===== config.mk =====
export PLATFORM = sky130hd
export DESIGN_NAME = iter32_divider
export DESIGN_NICKNAME = d
export VERILOG_FILES = /design/src/rtl/div_pkg.sv /design/src/rtl/div_step.sv /design/src/rtl/iter32_divider.sv
export SDC_FILE = /design/constraint.sdc
export NUM_CORES = 1
export LEC_CHECK = 0
export CAP_MARGIN = 20
export CORE_MARGIN = 8
export CORE_UTILIZATION = 40
export DETAILED_ROUTE_END_ITERATION = 16
export PLACE_DENSITY = 0.72
export REMOVE_ABC_BUFFERS = 1
export SLEW_MARGIN = 30
export SYNTH_ARGS = -nofsm -noshare
export SYNTH_HDL_FRONTEND = slang
export SYNTH_SLANG_ARGS = --single-unit

===== constraint.sdc =====
create_clock -name clk -period 4.3 [get_ports clk]
set_clock_uncertainty 0.05 [all_clocks]
set_input_delay 0.86 -clock clk [delete_from_list [all_inputs] [get_ports clk]]
set_output_delay 0.86 -clock clk [all_outputs]
set_load 0.01 [all_outputs]

===== src/rtl/div_pkg.sv =====
// Shared definitions for the iterative restoring divider: FSM encoding,
// iteration count, divide-by-zero quotient and a two's-complement helper.
package div_pkg;

    typedef enum logic [1:0] {
        IDLE = 2'd0,
        OP   = 2'd1,
        END  = 2'd2
    } div_state_t;

    localparam int          DIV_ITERS  = 32;
    localparam logic [31:0] DIV_ZERO_Q = 32'hFFFFFFFF;

    function automatic logic [31:0] neg32(input logic [31:0] v);
        return ~v + 32'd1;
    endfunction

endpackage


===== src/rtl/div_step.sv =====
// One restoring-division step: shift in the next dividend bit, then
// subtract the divisor magnitude when the partial remainder covers it.
module div_step #(
    parameter int WIDTH = 32
) (
    input  logic [WIDTH:0]   rem_in,
    input  logic             bit_in,
    input  logic [WIDTH-1:0] dsr,
    output logic [WIDTH:0]   rem_out,
    output logic             q_bit
);

    logic [WIDTH:0] shifted;
    logic [WIDTH:0] dsr_ext;

    always_comb begin
        shifted = {rem_in[WIDTH-1:0], bit_in};
        dsr_ext = {1'b0, dsr};
        rem_out = shifted;
        q_bit   = 1'b0;
        if (shifted >= dsr_ext) begin
            rem_out = shifted - dsr_ext;
            q_bit   = 1'b1;
        end
    end

endmodule


===== src/rtl/iter32_divider.sv =====
// 32-cycle iterative signed/unsigned divider for the execute stage; holds the
// pipeline with stall and presents quotient/remainder for one cycle.
module iter32_divider
    import div_pkg::*;
#(
    parameter int WIDTH = 32
) (
    input  logic             clk,
    input  logic             rst_n,
    input  logic             in_valid,
    input  logic             is_signed,
    input  logic [WIDTH-1:0] dividend,
    input  logic [WIDTH-1:0] divisor,
    output logic [WIDTH-1:0] quotient,
    output logic [WIDTH-1:0] remainder,
    output logic             out_valid,
    output logic             stall,
    output div_state_t       state_dbg
);

    localparam int CW = $clog2(DIV_ITERS);

    div_state_t       state;
    logic [CW-1:0]    cnt;
    logic [WIDTH-1:0] dvd_r;
    logic [WIDTH-1:0] dsr_r;
    logic [WIDTH-1:0] quo_r;
    logic [WIDTH:0]   rem_r;
    logic             neg_q;
    logic             neg_r;

    logic [WIDTH-1:0] a_mag;
    logic [WIDTH-1:0] b_mag;
    logic [WIDTH:0]   step_rem;
    logic             step_q;
    logic [WIDTH-1:0] final_q;
    logic [WIDTH-1:0] final_r;

    // Handshake: a request is taken on any cycle where state is IDLE and
    // in_valid is high; stall stays high from that cycle until the result
    // cycle, and out_valid marks the single cycle the result is presented.
    always_comb begin
        stall = ((state == IDLE) && in_valid) || (state == OP);
    end

    assign state_dbg = state;

    always_comb begin
        a_mag = (is_signed && dividend[WIDTH-1]) ? neg32(dividend) : dividend;
        b_mag = (is_signed && divisor[WIDTH-1])  ? neg32(divisor)  : divisor;
    end

    div_step #(.WIDTH(WIDTH)) u_step (
        .rem_in  (rem_r),
        .bit_in  (dvd_r[WIDTH-1]),
        .dsr     (dsr_r),
        .rem_out (step_rem),
        .q_bit   (step_q)
    );

    // Final-iteration result with sign correction, loaded as END is entered
    // so the registered outputs are visible during the END cycle.
    always_comb begin
        final_q = {quo_r[WIDTH-2:0], step_q};
        final_r = step_rem[WIDTH-1:0];
        if (neg_q) final_q = neg32(final_q);
        if (neg_r) final_r = neg32(final_r);
    end

    always_ff @(posedge clk or negedge rst_n) begin
        if (!rst_n) begin
            state     <= IDLE;
            cnt       <= '0;
            dvd_r     <= '0;
            dsr_r     <= '0;
            quo_r     <= '0;
            rem_r     <= '0;
            neg_q     <= 1'b0;
            neg_r     <= 1'b0;
            quotient  <= '0;
            remainder <= '0;
            out_valid <= 1'b0;
        end else begin
            out_valid <= 1'b0;
            case (state)
                IDLE: begin
                    if (in_valid) begin
                        neg_q <= is_signed & (dividend[WIDTH-1] ^ divisor[WIDTH-1]);
                        neg_r <= is_signed & dividend[WIDTH-1];
                        dvd_r <= a_mag;
                        dsr_r <= b_mag;
                        rem_r <= '0;
                        quo_r <= '0;
                        cnt   <= '0;
                        if (divisor == '0) begin
                            quotient  <= DIV_ZERO_Q;
                            remainder <= dividend;
                            out_valid <= 1'b1;
                            state     <= END;
                        end else begin
                            state <= OP;
                        end
                    end
                end
                OP: begin
                    rem_r <= step_rem;
                    dvd_r <= {dvd_r[WIDTH-2:0], 1'b0};
                    quo_r <= {quo_r[WIDTH-2:0], step_q};
                    cnt   <= cnt + 1'b1;
                    if (cnt == CW'(DIV_ITERS - 1)) begin
                        cnt       <= '0;
                        quotient  <= final_q;
                        remainder <= final_r;
                        out_valid <= 1'b1;
                        state     <= END;
                    end
                end
                END: begin
                    state <= IDLE;
                end
                default: begin
                    state <= IDLE;
                end
            endcase
        end
    end

endmodule


==> impl_summary.log, run 1 <==
INFO  metric post_cts.resized_instances = 0
INFO  metric timing.final.setup_violations = 0
INFO  metric synthToLayoutAreaGrowth = 24.58%
INFO  metric dp_slack = -27.16 ps
INFO  metric cts.sink_count = 201
INFO  metric number_of_enable_type_register_cells_in_the_synthesized_netlist = 0
INFO  metric max_clock_freq = between 0.2 and 0.25 GHz
INFO  metric row_count = about 70
INFO  metric avgRoutedWirePerCell = about 18 µm
INFO  metric fraction_of_final_layout_cells_with_drive_strength_greater_than_1 = roughly 11%
INFO  metric p_leak = ~0.0073 µW
INFO  metric numCtsBuffers = 24
INFO  metric dr_wl_met3 = between 2 and 3 mm
INFO  metric fin_crit = ~4100 ps
INFO  metric startpoint_types = flop
INFO  metric synth_seq_area_share = between 30% and 40%
INFO  metric synth_top_cells_by_count = nand2_1 (250), dfrtp_1 (201), o21ai_0 (187), a21oi_1 (141), nor2_1 (129)
INFO  metric core_area = 34200 µm²
INFO  metric worstPathRequired = between 4000 and 5000 ps
INFO  metric dieArea = about 41000 µm²
INFO  metric postLayoutSetupSlackWorst = approximately 170 ps
INFO  metric nNetsFinal = between 1500 and 2000
INFO  metric path_max_fanout = 6
INFO  metric post_drt_via_cell_ratio = 5.665
INFO  metric track_usage = about a fifth
INFO  metric synth_flop_cell = dfrtp_1
INFO  metric grt_pass1_wl = slightly below 70 mm
INFO  metric route.met2.wl = slightly below 20 mm
INFO  metric max_cap_violations = 0
INFO  metric initial_antenna_violation_count = 1
INFO  metric buffer_ports.inserted = approximately 140
INFO  metric m1WireLength = about 19 mm
INFO  metric cts.clk_slew.worst_paths = around 60 ps
INFO  metric root_buffer = clkbuf_16
INFO  metric synth_top_cells_by_area = dfrtp_1 (37%), nand2_1 (6.8%), o21ai_0 (6.8%)
INFO  metric firstDrtPassIters = 5
INFO  metric postSynthAreaPerCell = about 8.1 µm²
INFO  metric multiplexer_share_of_the_synthesized_area = a little over 2%
INFO  metric peakVddDrop = 0.0003666 V
INFO  metric global_route.overflow_total = 0
INFO  metric detailed_place.area = approximately 16000 µm²
INFO  metric netlist-cell-type-count = 90
INFO  metric synthDominantCellAreaShare = ~37%
INFO  metric cp.arrival = about 4500 ps
INFO  metric cts_hold_buf = 0
INFO  metric drc_markers = 0
INFO  metric pin_count_of_the_biggest_net_entering_global_routing = 100
INFO  metric cts_buffer_depth = 3
INFO  metric post_synth_and_or_nand_nor_area_fraction = 21.65%
INFO  metric detailedRoute.firstIterationViolations = roughly 1100
INFO  metric synth_compound_gate_area_share = a little under a quarter
INFO  metric synth-xor-area-share = slightly above 8%
INFO  metric ys_ff_latch = around 200
INFO  metric cts-htree-levels = 1
INFO  metric finalHoldViolations = 0
INFO  metric max_slew_margin = between 40% and 50%
INFO  metric tritoncts = done
INFO  metric postCtsSetupBuffers = 0
INFO  metric powerDensity = 854.3 nW/µm²
INFO  metric path_class = reg2reg
INFO  metric yosysWarningCount = 0
INFO  metric r2r_cells = 17
INFO  metric detail_route.wirelength = 42.29 mm
INFO  metric tns = 0 ps
INFO  metric finalWeightedCongestion = between 0.9 and 1
INFO  metric mappedNetlistArea = 13760 µm²
INFO  metric leading_cell_type_by_number_of_instances_after_synthesis = nand2_1
INFO  metric rsz_0062_raised_after_global_routing = yes
INFO  metric route.vias.total = 13310
INFO  metric fin_area = between 15000 and 20000 µm²
INFO  metric vias_in_the_first_global_route = around 13000
INFO  metric dr_top_layer = met4
INFO  metric min_period_over_period = roughly 96%
INFO  metric detail-route-antenna-nets = 0
INFO  metric post-synth-top-area-cell = dfrtp_1
INFO  metric initial_utilization = approximately two fifths
INFO  metric die_height = around 200 µm
INFO  metric largest_family_of_logic_cells_by_synthesized_area = compound AO/OA/AOI/OAI gates
INFO  metric status = complete, no violations
INFO  metric proportion_of_synthesized_flip_flops_having_asynchronous_set_or_reset = between 90% and 100%
INFO  metric worstSkewPairLatency = 540 ps
INFO  metric io_pins = roughly 140
INFO  metric netlist_instances = about 1700
INFO  metric cp-end-kind = flop
INFO  metric hpwl = ~32 mm
INFO  metric worstMarginPinSlew = ~800 ps
INFO  metric die_width = between 200 and 250 µm
INFO  metric finalMaxSlewViolations = 0
INFO  metric post_synth_fa_ha_maj_area_fraction = 3.602%
INFO  metric worst_min_delay_path_category = in2async
cell type report:
type,count,area (µm²)
fillers,3235,17060
multi-input cells,1345,8169
flip-flops and latches,201,5031
inverters,56,212.7
diodes,1,2.502
repair buffers,247,2316
clock buffers,30,643.1
well taps,455,569.3
clock inverters,14,195.2
metrics by stage:
stage,power [µW],hold slack (ps),cells,util [%]
3_5_place_dp,12140,418.1,2303,47.33
2_1_floorplan,8969,392.9,1602,-
6_report,14640,344.4,2349,50.11
3_3_place_gp,11970,412.0,2302,47.27
4_1_cts,14370,383.5,2347,49.78
5_1_grt,15760,416.9,2349,50.11
sequential cells by signal, summed over array words and instances (netlist names):
name	cells
neg_r	1
quotient	32
dsr_r	32
cnt	5
rem_r	32
remainder	32
quo_r	31
state_dbg	2
out_valid	1
dvd_r	32
neg_q	1
critical path, stage by stage (launching register included):
cell and delay [ps]:
dfrtp_1 470, ha_2 420, buf_4 150, nand4_2 160, nor4_2 360, nand4_1 190, and2_2 280, nand2_8 100
inv_4 60, mux2i_2 210, ha_2 230, nand4b_1 130, nor3_2 170, a41o_1 190, nand3_1 100, or3_4 410
mux2i_1 130, or2_1 220
metal layers:
metal  up-vias  GRT usage [%]
li1       6418              -
met1      6395          27.83
met2       428          32.92
met3        65          2.830
met4         0          5.948
met5         -              0
power breakdown:
part           total, µW  switching, µW  internal, µW  leakage, µW
Sequential          2910            491          2420      0.00260
Clock               2160            854          1310     0.000399
Combinational       9570           5750          3820      0.00431
kinds of logic (layout without fill, tap and decap cells):
family | after synthesis | count (layout)
adders and majority gates | 39 | 39
other | 0 | 1
and+or+nand+nor | 628 | 628
AOI/OAI and AO/OA | 522 | 522
DFF | 201 | 201
muxes | 28 | 28
buffers and inverters | 158 | 347
xor gates and xnor gates | 128 | 128
cells in the final DEF (no fill, tap or decap), types with 53 or more instances in the layout:
cell / count
nand2_1: 249
dfrtp_1: 200
o21ai_0: 187
a21oi_1: 139
clkdlybuf4s50_1: 134
nor2_1: 129
buf_4: 103
xor2_1: 75
nand3_1: 66
inv_1: 53
worst paths after layout:
kind                                       start                   endpoint  slack, ps
max reg2reg                rem_r[12]$_DFFE_PN0P_  remainder[28]$_DFFE_PN0P_        170
min reg2reg                dsr_r[13]$_DFFE_PN0P_      dsr_r[13]$_DFFE_PN0P_        430
max in group asynchronous                  rst_n          neg_q$_DFFE_PN0P_       2980
max                        rem_r[12]$_DFFE_PN0P_  remainder[28]$_DFFE_PN0P_        170
min                                        rst_n       rem_r[9]$_DFFE_PN0P_        340
min in group clk           dsr_r[13]$_DFFE_PN0P_      dsr_r[13]$_DFFE_PN0P_        430
(Power assumes the default switching activity.)
==> run 2: changes to the inputs <==
- CELL_PAD_IN_SITES_DETAIL_PLACEMENT: default -> 1
- CELL_PAD_IN_SITES_GLOBAL_PLACEMENT: default -> 2
- CORE_ASPECT_RATIO: default -> 1.1
- CORE_UTILIZATION: 40 -> 32
- PLACE_DENSITY: 0.72 -> 0.88
==> impl_summary.log, run 2 (synthesized netlist as in run 1, its figures left out) <==
INFO  metric initial_utilization = 32.44% (-7.8 points)
INFO  metric tritoncts = done
INFO  metric die_width = 213.7 µm (+6.1%)
INFO  metric max_clock_freq = 0.2443 GHz (+0.79%)
INFO  metric max_slew_margin = 44.74% (-2.4 points)
INFO  metric avgRoutedWirePerCell = 19.78 µm (+9.9%)
INFO  metric initial_antenna_violation_count = 1 (unchanged)
INFO  metric finalWeightedCongestion = 0.9071 (-4.2%)
INFO  metric path_max_fanout = 3 (-3)
INFO  metric die_height = 233.5 µm (+16%)
INFO  metric path_class = reg2reg
INFO  metric dp_slack = 1.604 ps (+28.76 ps)
INFO  metric powerDensity = 874.2 nW/µm² (+2.3%)
INFO  metric cp.arrival = 4470 ps (-30 ps)
INFO  metric route.vias.total = 13620 (+2.4%)
INFO  metric tns = 0 ps (unchanged)
INFO  metric min_period_over_period = 95.18% (-0.75 points)
INFO  metric finalMaxSlewViolations = 0 (unchanged)
INFO  metric detailedRoute.firstIterationViolations = 796 (-25%)
INFO  metric buffer_ports.inserted = 135 (unchanged)
INFO  metric pin_count_of_the_biggest_net_entering_global_routing = 109 (+9.0%)
INFO  metric root_buffer = clkbuf_16
INFO  metric worstSkewPairLatency = 550 ps (about the same)
INFO  metric nNetsFinal = 2017 (+1.8%)
INFO  metric antenna_cells = 0 (-1)
INFO  metric postLayoutSetupSlackWorst = 207.2 ps (+32.43 ps)
INFO  metric drc_markers = 0 (unchanged)
INFO  metric core_area = 42400 µm² (+24%)
INFO  metric peakVddDrop = 0.0004485 V (+22%)
INFO  metric grt_pass1_wl = 78.58 mm (+14%)
INFO  metric timing.final.setup_violations = 0 (unchanged)
INFO  metric post_drt_via_cell_ratio = 5.462 (-3.6%)
INFO  metric hpwl = 37.77 mm (+20%)
INFO  metric row_count = 79 (+16%)
INFO  metric cts_buffer_depth = 3 (unchanged)
INFO  metric vias_in_the_first_global_route = 14290 (+9.4%)
INFO  metric io_pins = 136 (unchanged)
INFO  metric firstDrtPassIters = 5 (unchanged)
INFO  metric mostFrequentLayoutCell = nand2_1
INFO  metric track_usage = 19.46% (-0.84 points)
INFO  metric dieArea = 49890 µm² (+23%)
INFO  metric status = complete, no violations
INFO  metric cp-end-kind = flop
INFO  metric fin_crit = 4093 ps (-32.43 ps)
INFO  metric synthToLayoutAreaGrowth = 27.55%
INFO  metric worst_min_delay_path_category = in2async
INFO  metric finalHoldViolations = 0 (unchanged)
INFO  metric cts.clk_slew.worst_paths = 60 ps (about the same)
INFO  metric max_cap_violations = 0 (unchanged)
INFO  metric cts.sink_count = 201 (unchanged)
INFO  metric nFillCells = 5039 (+56%)
INFO  metric startpoint_types = flop
INFO  metric worstMarginPinSlew = 821.4 ps (+28.61 ps)
INFO  metric fraction_of_final_layout_cells_with_drive_strength_greater_than_1 = 13.39% (+2.1 points)
INFO  metric most-common-layout-cells = nand2_1 (249), dfrtp_1 (199), o21ai_0 (186), buf_4 (139), a21oi_1 (137)
INFO  metric cts_hold_buf = 0 (unchanged)
INFO  metric p_leak = 0.007491 µW (+2.4%)
INFO  metric numCtsBuffers = 25 (+4.2%)
INFO  metric worstPathRequired = 4680 ps (about the same)
INFO  metric detail_route.wirelength = 49.33 mm (+17%)
INFO  metric detailed_place.area = 16540 µm² (+2.2%)
INFO  metric finalCoreUtilization = 41.38% (-8.7 points)
INFO  metric fin_area = 17550 µm² (+2.4%)
INFO  metric global_route.overflow_total = 0 (unchanged)
INFO  metric cts-htree-levels = 1 (unchanged)
INFO  metric detail-route-antenna-nets = 0 (unchanged)
run 2: final cells by class:
| cell class | instances | area [µm²] | area share (%) |
|---|---|---|---|
| multi-input cells | 1345 | 8210 | 46.79 |
| flip-flops and latches | 201 | 5032 | 28.68 |
| repair buffers | 281 | 2530 | 14.42 |
| well taps | 567 | 709.4 | 4.043 |
| clock buffers | 31 | 688.2 | 3.922 |
| inverters | 56 | 212.7 | 1.212 |
| clock inverters | 13 | 163.9 | 0.9341 |
run 2: final timing paths:
kind | cells after the start | slack (ps) | start | end
setup / recovery | 17 | 210 | dvd_r[31]$_DFFE_PN0P_ | remainder[28]$_DFFE_PN0P_
hold / removal | 1 | 260 | rst_n | rem_r[7]$_DFFE_PN0P_
setup reg to reg | 17 | 210 | dvd_r[31]$_DFFE_PN0P_ | remainder[28]$_DFFE_PN0P_
hold reg to reg | 2 | 430 | dsr_r[16]$_DFFE_PN0P_ | dsr_r[16]$_DFFE_PN0P_
max in group asynchronous | 2 | 2880 | rst_n | neg_q$_DFFE_PN0P_
min in group clk | 2 | 430 | dsr_r[16]$_DFFE_PN0P_ | dsr_r[16]$_DFFE_PN0P_
run 2: what timing repair did:
item	CTS	global route
setup buffers	0	1
gates cloned	0	0
endpoints found under the setup margin	2	22
resized for setup	1	30
pin swaps	0	7
run 2: per-layer routing:
metal	track usage, %	wire length, µm	vias up
met4	5.572	1302	0
met1	24.20	21220	6797
met5	0	0	-
met3	2.400	2125	72
li1	-	-	6474
met2	34.80	24680	279
run 2: critical path: stages (launching register included):
cell and delay, ps:
dfrtp_1 450, inv_1 90, ha_1 160, inv_1 50
fa_1 410, a211oi_2 230, nor2_1 110, o311ai_2 210
buf_4 160, a31oi_1 120, or3_1 360, a211oi_2 250
buf_4 150, a21oi_1 90, a211o_1 310, or3_4 420
mux2i_1 120, or2_1 220
run 2: report_power, final:
group          internal, µW  switching (µW)  total, µW
combinational          4090            6120      10200
sequential             2420             504       2930
clock                  1320             892       2210
run 2: metrics by stage:
step / std cells / hold WS [ps] / total power (µW)
after floorplan: 1602 / 392.9 / 8969
after global placement: 2448 / 411.2 / 12530
after detailed placement: 2448 / 421.2 / 12840
after CTS: 2492 / 316.7 / 15130
after global routing: 2494 / 325.5 / 16540
final: 2494 / 264.7 / 15340
==> run 3: changes to the inputs <==
- CORE_MARGIN: 8 -> 2
- SETUP_SLACK_MARGIN: default -> 0.02
==> impl_summary.log, run 3 (synthesized netlist as in run 1, its figures left out) <==
INFO  metric worstPathRequired = 4680 ps (about the same)
INFO  metric dp_slack = -14.24 ps (-15.85 ps)
INFO  metric post_drt_via_cell_ratio = 5.402 (-1.1%)
INFO  metric die_width = 201.7 µm (-5.6%)
INFO  metric root_buffer = clkbuf_16
INFO  metric detail-route-antenna-nets = 0 (unchanged)
INFO  metric cts_hold_buf = 0 (unchanged)
INFO  metric most-common-layout-cells = nand2_1 (249), dfrtp_1 (199), o21ai_0 (184), buf_4 (145), a21oi_1 (139)
INFO  metric power_dissipated_by_switching_net_loads = 7575 µW (+0.84%)
INFO  metric detailedRoute.firstIterationViolations = 745 (-6.4%)
INFO  metric hpwl = 37.29 mm (-1.3%)
INFO  metric track_usage = 21.49% (+2.0 points)
INFO  metric clock_share_of_power = 13.0% (-1.4 points)
INFO  metric vias_in_the_first_global_route = 14050 (-1.7%)
INFO  metric worstMarginPinSlew = 849.6 ps (+28.21 ps)
INFO  metric path_class = reg2reg
INFO  metric fin_crit = 4207 ps (+114.0 ps)
INFO  metric worst_min_delay_path_category = in2async
INFO  metric peakVddDrop = 0.0004806 V (+7.1%)
INFO  metric detailed_place.area = 16540 µm² (about the same)
INFO  metric crit_path_launch = dvd_r[31]$_DFFE_PN0P_
INFO  metric powerDensity = 877.4 nW/µm² (+0.37%)
INFO  metric min_period_over_period = 97.83% (+2.7 points)
INFO  metric core_area = 42400 µm² (unchanged)
INFO  metric cp-end-kind = flop
INFO  metric finalWeightedCongestion = 0.9906 (+9.2%)
INFO  metric r2r_cells = 17 (unchanged)
INFO  metric io_pins = 136 (unchanged)
INFO  metric initial_antenna_violation_count = 0 (-1)
INFO  metric dieArea = 44670 µm² (-10%)
INFO  metric global_route.overflow_total = 0 (unchanged)
INFO  metric finalHoldViolations = 0 (unchanged)
INFO  metric regToRegSetupSlack = 90 ps (-110 ps)
INFO  metric drc_markers = 0 (unchanged)
INFO  metric die_height = 221.5 µm (-5.1%)
INFO  metric max_cap_violations = 0 (unchanged)
INFO  metric postLayoutSetupSlackWorst = 93.19 ps (-114.0 ps)
INFO  metric numCtsBuffers = 24 (-4.0%)
INFO  metric pin_count_of_the_biggest_net_entering_global_routing = 72 (-34%)
INFO  metric nNetsFinal = 2021 (+0.20%)
INFO  metric cts.sink_count = 201 (unchanged)
INFO  metric avgRoutedWirePerCell = 19.55 µm (-1.2%)
INFO  metric p_seq_share = 19.1% (about the same)
INFO  metric p_leak = 0.007469 µW (-0.28%)
INFO  metric cts.clk_slew.worst_paths = 70 ps (about the same)
INFO  metric row_count = 79 (unchanged)
INFO  metric cp.arrival = 4580 ps (+110 ps)
INFO  metric path_max_fanout = 3 (unchanged)
INFO  metric initial_utilization = 32.44% (unchanged)
INFO  metric finalMaxSlewViolations = 0 (unchanged)
INFO  metric status = complete, no violations
INFO  metric firstDrtPassIters = 5 (unchanged)
INFO  metric rr_endpoint = remainder[28]$_DFFE_PN0P_
INFO  metric tritoncts = done
INFO  metric route.vias.total = 13480 (-1.1%)
INFO  metric antenna_cells = 0 (unchanged)
INFO  metric synthToLayoutAreaGrowth = 26.91%
INFO  metric power.share.combinational = 67.9% (+1.4 points)
INFO  metric fin_area = 17460 µm² (-0.50%)
INFO  metric max_slew_margin = 43.23% (-1.5 points)
INFO  metric fraction_of_final_layout_cells_with_drive_strength_greater_than_1 = 13.12% (-0.27 points)
INFO  metric timing.final.setup_violations = 0 (unchanged)
INFO  metric max_clock_freq = 0.2377 GHz (-2.7%)
INFO  metric startpoint_types = flop
INFO  metric rr_startpoint = dvd_r[31]$_DFFE_PN0P_
INFO  metric mostFrequentLayoutCell = nand2_1
INFO  metric detail_route.wirelength = 48.78 mm (-1.1%)
INFO  metric cts-htree-levels = 1 (unchanged)
INFO  metric cts_buffer_depth = 3 (unchanged)
INFO  metric power_report.internal_total = 7744 µW (-1.1%)
INFO  metric sw_frac_of_total = 49.45% (+0.48 points)
INFO  metric worstSkewPairLatency = 540 ps (about the same)
INFO  metric crit_path_end = remainder[28]$_DFFE_PN0P_
INFO  metric grt_pass1_wl = 77.58 mm (-1.3%)
INFO  metric buffer_ports.inserted = 135 (unchanged)
## run 3: cell count changes in the layout (fill, tap and decap cells not counted), moves of 4 or more
| cell | change |
|---|---|
| buf_4 | +6 |
| o21ai_1 | +4 |
| clkbuf_1 | +6 |
| clkinvlp_4 | -4 |
## run 3: per-layer routing
layer | track usage [%] | vias up | share of wire, %
li1 | - | 6462 | -
met1 | 27.49 | 6684 | 44
met2 | 38.12 | 264 | 49
met3 | 2.106 | 68 | 3.5
met4 | 6.523 | 0 | 2.7
met5 | 0 | - | 0
## run 3: critical path, stage by stage (launching register included)
cell and delay [ps]:
dfrtp_2 470, inv_2 70, ha_2 160, inv_1 60, fa_2 430, a211oi_4 290, nor2_2 80, o311ai_1 300
buf_4 180, a31oi_2 110, or3_4 410, a211oi_2 180, buf_4 150, a21oi_2 70, a211o_1 340, or3_4 400
mux2i_1 120, or2_1 220
## run 3: stage by stage
stage / util [%] / setup TNS, ps / hold slack, ps / std cells / power (µW)
after global routing: 41.17 / -50.96 / 316.7 / 2495 / 16500
after floorplan: - / -163750 / 392.9 / 1602 / 8969
after CTS: 40.76 / 0 / 295.6 / 2489 / 14960
after global placement: 39.02 / 0 / 411.8 / 2449 / 12600
after detailed placement: 39.02 / -48.44 / 421.0 / 2449 / 12890
final: 41.17 / 0 / 260.4 / 2495 / 15320
## run 3: repair_timing
item | CTS | global route
setup buffers | 0 | 6
resized for setup | 1 | 35
pin swaps | 0 | 17
setup endpoints to repair | 1 | 28
## run 3: power by group through the flow
stage	combinational (µW)	sequential (µW)	clock (µW)
final	10400	2930	1990
after global routing	11400	3000	2110
after CTS	10000	2910	2040
after detailed placement	9950	2940	0
after global placement	9690	2910	0
after floorplan	6160	2810	0
## run 3: final cells by class
| type | instances | area, µm² |
|---|---|---|
| Inverter | 56 | 212.7 |
| Sequential cell | 201 | 5032 |
| Multi-Input combinational cell | 1345 | 8214 |
| Clock inverter | 5 | 52.55 |
| Timing Repair Buffer | 286 | 2555 |
| Fill cell | 5010 | 24950 |
| Clock buffer | 35 | 683.2 |
| Tap cell | 567 | 709.4 |
## run 3: worst min-delay path by stage
stage,cells past startpoint,to,startpoint
after floorplan,1,cnt[3]$_DFFE_PN0P_,cnt[3]$_DFFE_PN0P_
after global placement,2,dvd_r[7]$_DFFE_PN0P_,dvd_r[6]$_DFFE_PN0P_
after detailed placement,2,dsr_r[9]$_DFFE_PN0P_,dsr_r[9]$_DFFE_PN0P_
after CTS,1,rem_r[8]$_DFFE_PN0P_,rst_n
after global routing,1,rem_r[8]$_DFFE_PN0P_,rst_n
final,1,rem_r[8]$_DFFE_PN0P_,rst_n
